--- src/rtl/op_lut_table_arbiter.sv ---
// Shares one single-port LUT RAM between the datapath lookup engine and
// the host register port. The datapath wins ties; a streak bound limits host starvation.
module op_lut_table_arbiter #(
  parameter int ADDR_WIDTH   = 5,
  parameter int DATA_WIDTH   = 96,
  parameter int RD_LAT       = 1,
  parameter int MAX_DP_BURST = 4
) (
  input  logic                  clk,
  input  logic                  resetn,
  input  logic                  dp_req,
  input  logic [ADDR_WIDTH-1:0] dp_addr,
  output logic                  dp_ack,
  output logic                  dp_rd_vld,
  output logic [DATA_WIDTH-1:0] dp_rd_data,
  input  logic                  reg_req,
  input  logic                  reg_rd_wr_L,
  input  logic [ADDR_WIDTH-1:0] reg_addr,
  input  logic [DATA_WIDTH-1:0] reg_wr_data,
  output logic                  reg_ack,
  output logic [DATA_WIDTH-1:0] reg_rd_data,
  output logic                  tbl_en,
  output logic                  tbl_we,
  output logic [ADDR_WIDTH-1:0] tbl_addr,
  output logic [DATA_WIDTH-1:0] tbl_wr_data,
  input  logic [DATA_WIDTH-1:0] tbl_rd_data
);

  localparam int SW = $clog2(MAX_DP_BURST + 1);
  localparam logic [SW-1:0] SMAX = SW'(MAX_DP_BURST);

  typedef enum logic [1:0] {
    REG_IDLE,
    REG_PEND,
    REG_WAIT
  } reg_st_e;

  reg_st_e st_q, st_d;
  logic                  rd_wr_L_q;
  logic [ADDR_WIDTH-1:0] addr_q;
  logic [DATA_WIDTH-1:0] wdata_q;
  logic [SW-1:0]         streak_q, streak_d;
  logic [RD_LAT:0]       tag_dp_q, tag_reg_q;
  logic                  wr_ack_q;
  logic                  host_win;

  logic                  dp_rd_vld_q, reg_ack_q;
  logic [DATA_WIDTH-1:0] dp_rd_data_q, reg_rd_data_q;
  logic                  tbl_en_q, tbl_we_q;
  logic [ADDR_WIDTH-1:0] tbl_addr_q;
  logic [DATA_WIDTH-1:0] tbl_wr_data_q;

  assign host_win = (st_q == REG_PEND) & (~dp_req | (streak_q == SMAX));
  assign dp_ack   = dp_req & ~host_win;

  always_comb begin
    st_d     = st_q;
    streak_d = '0;
    unique case (st_q)
      REG_IDLE: if (reg_req) st_d = REG_PEND;
      REG_PEND: if (host_win) st_d = REG_WAIT;
      REG_WAIT: if (reg_ack_q) st_d = REG_IDLE;
      default:  st_d = REG_IDLE;
    endcase
    // streak only counts datapath wins that held off a pending host
    if (st_q == REG_PEND && !host_win) begin
      streak_d = streak_q;
      if (dp_ack && streak_q != SMAX) streak_d = streak_q + SW'(1);
    end
  end

  always_ff @(posedge clk or negedge resetn) begin
    if (!resetn) begin
      st_q      <= REG_IDLE;
      streak_q  <= '0;
      rd_wr_L_q <= 1'b0;
      addr_q    <= '0;
      wdata_q   <= '0;
    end else begin
      st_q     <= st_d;
      streak_q <= streak_d;
      if (st_q == REG_IDLE && reg_req) begin
        rd_wr_L_q <= reg_rd_wr_L;
        addr_q    <= reg_addr;
        wdata_q   <= reg_wr_data;
      end
    end
  end

  always_ff @(posedge clk or negedge resetn) begin
    if (!resetn) begin
      tbl_en_q      <= 1'b0;
      tbl_we_q      <= 1'b0;
      tbl_addr_q    <= '0;
      tbl_wr_data_q <= '0;
      tag_dp_q      <= '0;
      tag_reg_q     <= '0;
      wr_ack_q      <= 1'b0;
    end else begin
      tbl_en_q  <= dp_ack | host_win;
      tbl_we_q  <= host_win & ~rd_wr_L_q;
      wr_ack_q  <= host_win & ~rd_wr_L_q;
      tag_dp_q  <= {tag_dp_q[RD_LAT-1:0], dp_ack};
      tag_reg_q <= {tag_reg_q[RD_LAT-1:0], host_win & rd_wr_L_q};
      if (dp_ack) begin
        tbl_addr_q <= dp_addr;
      end else if (host_win) begin
        tbl_addr_q <= addr_q;
      end
      if (host_win) tbl_wr_data_q <= wdata_q;
    end
  end

  always_ff @(posedge clk or negedge resetn) begin
    if (!resetn) begin
      dp_rd_vld_q   <= 1'b0;
      dp_rd_data_q  <= '0;
      reg_ack_q     <= 1'b0;
      reg_rd_data_q <= '0;
    end else begin
      dp_rd_vld_q <= tag_dp_q[RD_LAT];
      reg_ack_q   <= wr_ack_q | tag_reg_q[RD_LAT];
      if (tag_dp_q[RD_LAT]) dp_rd_data_q <= tbl_rd_data;
      if (tag_reg_q[RD_LAT]) reg_rd_data_q <= tbl_rd_data;
    end
  end

  assign dp_rd_vld   = dp_rd_vld_q;
  assign dp_rd_data  = dp_rd_data_q;
  assign reg_ack     = reg_ack_q;
  assign reg_rd_data = reg_rd_data_q;
  assign tbl_en      = tbl_en_q;
  assign tbl_we      = tbl_we_q;
  assign tbl_addr    = tbl_addr_q;
  assign tbl_wr_data = tbl_wr_data_q;

endmodule

--- config.mk ---
export PLATFORM = sky130hd
export DESIGN_NAME = op_lut_table_arbiter
export DESIGN_NICKNAME = d
export VERILOG_FILES = /design/src/rtl/op_lut_table_arbiter.sv
export SDC_FILE = /design/constraint.sdc
export NUM_CORES = 1
export LEC_CHECK = 0
export BUFFER_PORTS_ARGS = -buffer_cell sky130_fd_sc_hd__buf_2
export CAP_MARGIN = 15
export CORE_AREA = 2 2 195 197
export CTS_BUF_LIST = sky130_fd_sc_hd__clkbuf_8
export DETAILED_ROUTE_END_ITERATION = 10
export DIE_AREA = 0 0 197 199
export GPL_TIMING_DRIVEN = 0
export PLACE_DENSITY = 0.67
export SLEW_MARGIN = 20
export SYNTH_ARGS = -nofsm -noshare
export SYNTH_HDL_FRONTEND = slang
export SYNTH_SLANG_ARGS = --single-unit
--- constraint.sdc ---
create_clock -name clk -period 2.1 [get_ports clk]
set_input_delay 0.105 -clock clk [delete_from_list [all_inputs] [get_ports clk]]
set_output_delay 0.105 -clock clk [all_outputs]
set_load 0.01 [all_outputs]
## After elaboration in Yosys (flattened, before gate mapping)

Cells that the tools add are included.

- Memories kept: 0
- Bits of input ports: 207
- Output and inout bits: 298
- Bits in latches: 0
- Register bits after elaboration: 408
- Bits in writable memories: 0
- ROM bits: 0

- Bitwise gates (word level): 10
- $mul: 0
- Multiplexer cells: 8
- Divide/modulo/power cells: 0
- Magnitude comparators: 0
- Equality and inequality tests: 8
- Reductions and logical operators: 7
- Add/subtract/negate cells: 1
- Shift operators: 0

Operator list:

| cell | number |
|---|---|
| 2-to-1 mux 5 bit | 2 |
| 2-to-1 mux 2 bit | 3 |
| 2-to-1 mux 3 bit | 2 |
| inequality test 2 bit (second input constant) | 3 |
| one-hot mux 2 bit (3 select lines) | 1 |
| AND 1 bit | 4 |
| adder 3 x 1 -> 3 bit (second input constant) | 1 |
| == test 3 bit (second input constant) | 1 |
| logical AND 1 bit | 3 |
| inequality test 3 bit (second input constant) | 1 |
| NOT 1 bit | 3 |
| bitwise OR 1 bit | 3 |
| AND reduction 3 bit | 1 |
| == test 2 x 1 -> 1 bit (second input constant) | 1 |
| == test 2 bit (second input constant) | 1 |
| zero test 2 bit | 1 |
| inequality test 2 x 1 -> 1 bit (second input constant) | 1 |
| nonzero test 2 bit | 1 |
| zero test 1 bit | 1 |

## Logic depth before layout (Yosys ltp)

- Depth in word-level cells: 8
- Depth in mapped cells: 7
- Gate-level depth less buffers: 5

## Least setup slack after synthesis

Ideal clock, no wire load.

- Path kind: register -> register
- Start: reg streak_q[0]
- End: reg tbl_wr_data_q[43], in the netlist tbl_wr_data[43]
- Arrival: 1473 ps
- Data required time: 1973 ps
- Library setup time: 127 ps
- Path slack: 500 ps
- Stages on the path, launching flop included: 8
- Cells stage by stage: dfrtp_1 > inv_1 > ha_1 > nand2_1 > a21boi_4 > buf_6 > buf_6 > mux2_1

- Cells in the longest elaborated chain, start to end: 3

RTL lines:

| item | RTL line | RTL |
|---|---|---|
| start, declared | 42 | `logic [SW-1:0] streak_q, streak_d;` |
| start signal, assigned | 81 | `streak_q <= streak_d;` |
| == test 3 bit | 53 | `assign host_win = (st_q == REG_PEND) & (~dp_req \| (streak_q == SMAX));` |
| bitwise OR 1 bit | 53 |  |
| AND 1 bit | 53 |  |
| end signal, assigned | 110 | `if (host_win) tbl_wr_data_q <= wdata_q;` |
| end, declared | 51 | `logic [DATA_WIDTH-1:0] tbl_wr_data_q;` |

No other way between the ends.
A chain may end at the register's enable or synchronous reset.

## Final worst setup path

- Start: reg streak_q[0]
- End: out dp_ack

- Cells in the longest elaborated chain, start to end: 5

RTL lines:

| item | RTL line | RTL |
|---|---|---|
| == test 3 bit | 53 |  |
| bitwise OR 1 bit | 53 |  |
| AND 1 bit | 53 |  |
| NOT 1 bit | 54 | `assign dp_ack = dp_req & ~host_win;` |
| AND 1 bit | 54 |  |
| end, declared | 13 | `output logic dp_ack,` |

No other way between the ends.

==> flow_summary.toml <==
[status]
status = "completed"

[clock_tree]
cts_sinks = 408
path_clk_slew_ps = 60
clk_latency_ps = 610
cts-resized-gates = 0
clock_path_buffers = 3
numCtsBuffers = 70
htree_levels = 3
cts_tree = "built"
ctsRootBufferMaster = "clkbuf_8"

[power_and_ir_drop]
pwr-share-comb = 0.318
p_switching_mw = 8.95
p_int_mw = 19.7
p_clk_frac = 0.241
power_frac_seq = 0.441
power_density_nw_per_um2 = 1310
ir_worst_vdd_uv = 769
leakage_nw = 10.4
p_sw_frac = 0.313

[worst_setup_path]
startpoint_type = "register"
crit_fanout = 3
crit_required_ps = 2000
r2r_cells = 7
regToRegEndpoint = "tbl_wr_data[47]"
r2r_start = "streak_q[0]"
crit_path_end_kind = "primary output"
cp.arrival_ps = 1800
reg2reg_slack_ps = 200
critPathKind = "reg -> out"

[cells_and_area]
n_fill_cell = 2934
multi_input_area_um2 = 4620
area_delta_synth_final_pct = 44.1
fin_cells = 2186
nets = 1870
drive_gt1_frac = 0.573
final_util = 0.586
seq_area_um2 = 10200

[detailed_routing]
wl_mm = 41.0
wl_per_cell_um = 18.8
drt_iter0_markers = 276
ant_nets = 0
drc_errors = 0
drt-pass1-iter-count = 4
vias = 10400
vias_per_cell = 4.74

[yosys]
yosys.cell_types.count = 24
ys_warn_count = 0
seq_area_frac_synth = 0.675
syn_avg_cell_area_um2 = 17.2
ys_ff_latch = 408
syn_nets = 1086
synth_cells = 877
netlist_area_um2 = 15100

[timing]
final_hold_viol_count = 0
slew_violations = 0
rsz0062_at_grt = "no"
fin_skew_ps = 34.3
slew_headroom = 0.433
period_needed_ps = 1910
setup_violations = 0
worst_pin_slew_ps = 851
finalCritPeriodShare = 0.908
max_freq_mhz = 525

[hold_path]
hold_class = "in -> async"

[grt]
grt_max_degree = 103
grt_pass1_vias = 11400
antenna_found_initial = 2
overflow = 0
grt_usage = 0.209
grt_pass1_wl_mm = 62.7

[flow_run]
drv_cap = 0

[floorplanning]
core_area_um2 = 37100
dieWidth_um = 197
start_util = 0.407
die-area_um2 = 39200
num_rows = 71
fp.dieH_um = 199
ios = 505

[placement]
hpwl_mm = 29.0
port_buffers = 503
gp_congestion = 0.783
dp.cells = 1858
==> timing repair <==
item / in CTS / in global routing
endpoints found under the hold margin: 510 / 0
cloned: 0 / 0
buffers inserted: 1 / 0
endpoints found under the setup margin: 1 / 64
hold buffers: 206 / 0
==> flip-flops by register name (all words and copies together) (netlist names) <==
signal,flops
dp_rd_vld,1
streak_q,3
dp_rd_data,96
reg_ack,1
tbl_addr,5
tbl_en,1
rd_wr_L_q,1
wdata_q,96
addr_q,5
st_q,2
tag_reg_q,2
tbl_wr_data,96
tbl_we,1
reg_rd_data,96
tag_dp_q,2
==> layout make-up <==
class | count | share of cell area
buffer | 43 | 0.0119
inverter | 4 | 0.000690
clock inverter | 37 | 0.00948
multi-input combinational | 420 | 0.212
timing repair buffer | 714 | 0.217
sequential | 408 | 0.469
antenna | 3 | 0.000345
clock buffer | 83 | 0.0525
tap | 474 | 0.0272
==> worst max-delay path, stage by stage, from the launching register on <==
cell and delay (ps):
dfrtp_1 400, inv_1 70, ha_1 160, nand4b_1 180, and2_1 230, buf_2 150
==> placed cells by master (no fill, tap or decap), types with 5 or more instances in the layout <==
cell type / instances
buf_2: 520
dfrtp_1: 408
mux2_2: 340
dlygate4sd3_1: 205
clkbuf_8: 83
mux2_1: 50
inv_1: 30
clkbuf_1: 12
buf_6: 7
buf_4: 7
and3_1: 5
a221o_1: 5
==> per-layer routing <==
layer  track usage  share of wire
met5             0              0
met4        0.0821          0.026
met3        0.0726          0.078
met2         0.364           0.51
met1         0.235           0.39
==> how the worst max path moves through the flow <==
stage,startpoint,endpoint,slack [ps],depth (start not counted)
global placement,resetn,reg_rd_data[59],-6950,1
finish,streak_q[0],dp_ack,190,5
floorplan,streak_q[0],tbl_wr_data[43],500,7
detailed placement,tag_reg_q[1],reg_rd_data[94],30,4
CTS,tag_reg_q[1],reg_rd_data[88],10,4
global route,streak_q[0],dp_ack,70,5
==> cell families after synthesis <==
| group | count (synthesis) | synth area share |
|---|---|---|
| multiplexers | 390 | 0.291 |
| AO/OA/AOI/OAI | 6 | 0.00455 |
| flip-flops | 408 | 0.675 |
| adder cells (fa/ha/maj) | 2 | 0.00166 |
| XOR/XNOR | 1 | 0.000580 |
| AND/OR/NAND/NOR | 21 | 0.00861 |
| buffers and inverters | 49 | 0.0186 |
==> cells in the mapped netlist, drive strengths merged <==
cell type  count  share of area
dfrtp        408           0.68
inv            4        0.00099
ha             2         0.0017
or2            2        0.00083
nand4b         1        0.00058
nand2          1        0.00025
nor2b          2        0.00099
mux2         390           0.29
nand2b         1        0.00041
a21boi         1         0.0012
nand3          1        0.00033
xnor2          1        0.00058
nor2           4        0.00099
buf           31          0.014
and2           2        0.00083
a221o          5         0.0033
nor3b          2         0.0013
and3           5         0.0021
clkbuf        14         0.0035
==> metrics by stage <==
step | power [mW] | hold slack (ps) | TNS [ps] | area [um2] | setup slack [ps]
2_1_floorplan | 17.6 | -191 | 0 | 15100 | 500
3_3_place_gp | 21.2 | 336 | -2810330 | 18200 | -6950
3_5_place_dp | 21.6 | 23.0 | 0 | 18300 | 32.6
4_1_cts | 28.9 | 4.91 | 0 | 21800 | 11.9
5_1_grt | 30.3 | 59.0 | 0 | 21800 | 65.1
6_report | 28.6 | 85.0 | 0 | 21800 | 194
==> power by group through the flow <==
stage               combinational (mW)  sequential, mW  clock [mW]
detailed placement                8.87            12.7           0
global placement                  8.68            12.5           0
CTS                               9.21            12.6        7.10
global route                      9.81            13.0        7.46
floorplan                         4.09            13.5           0
finish                            9.08            12.6        6.89
Power figures use the tool's default switching activity.
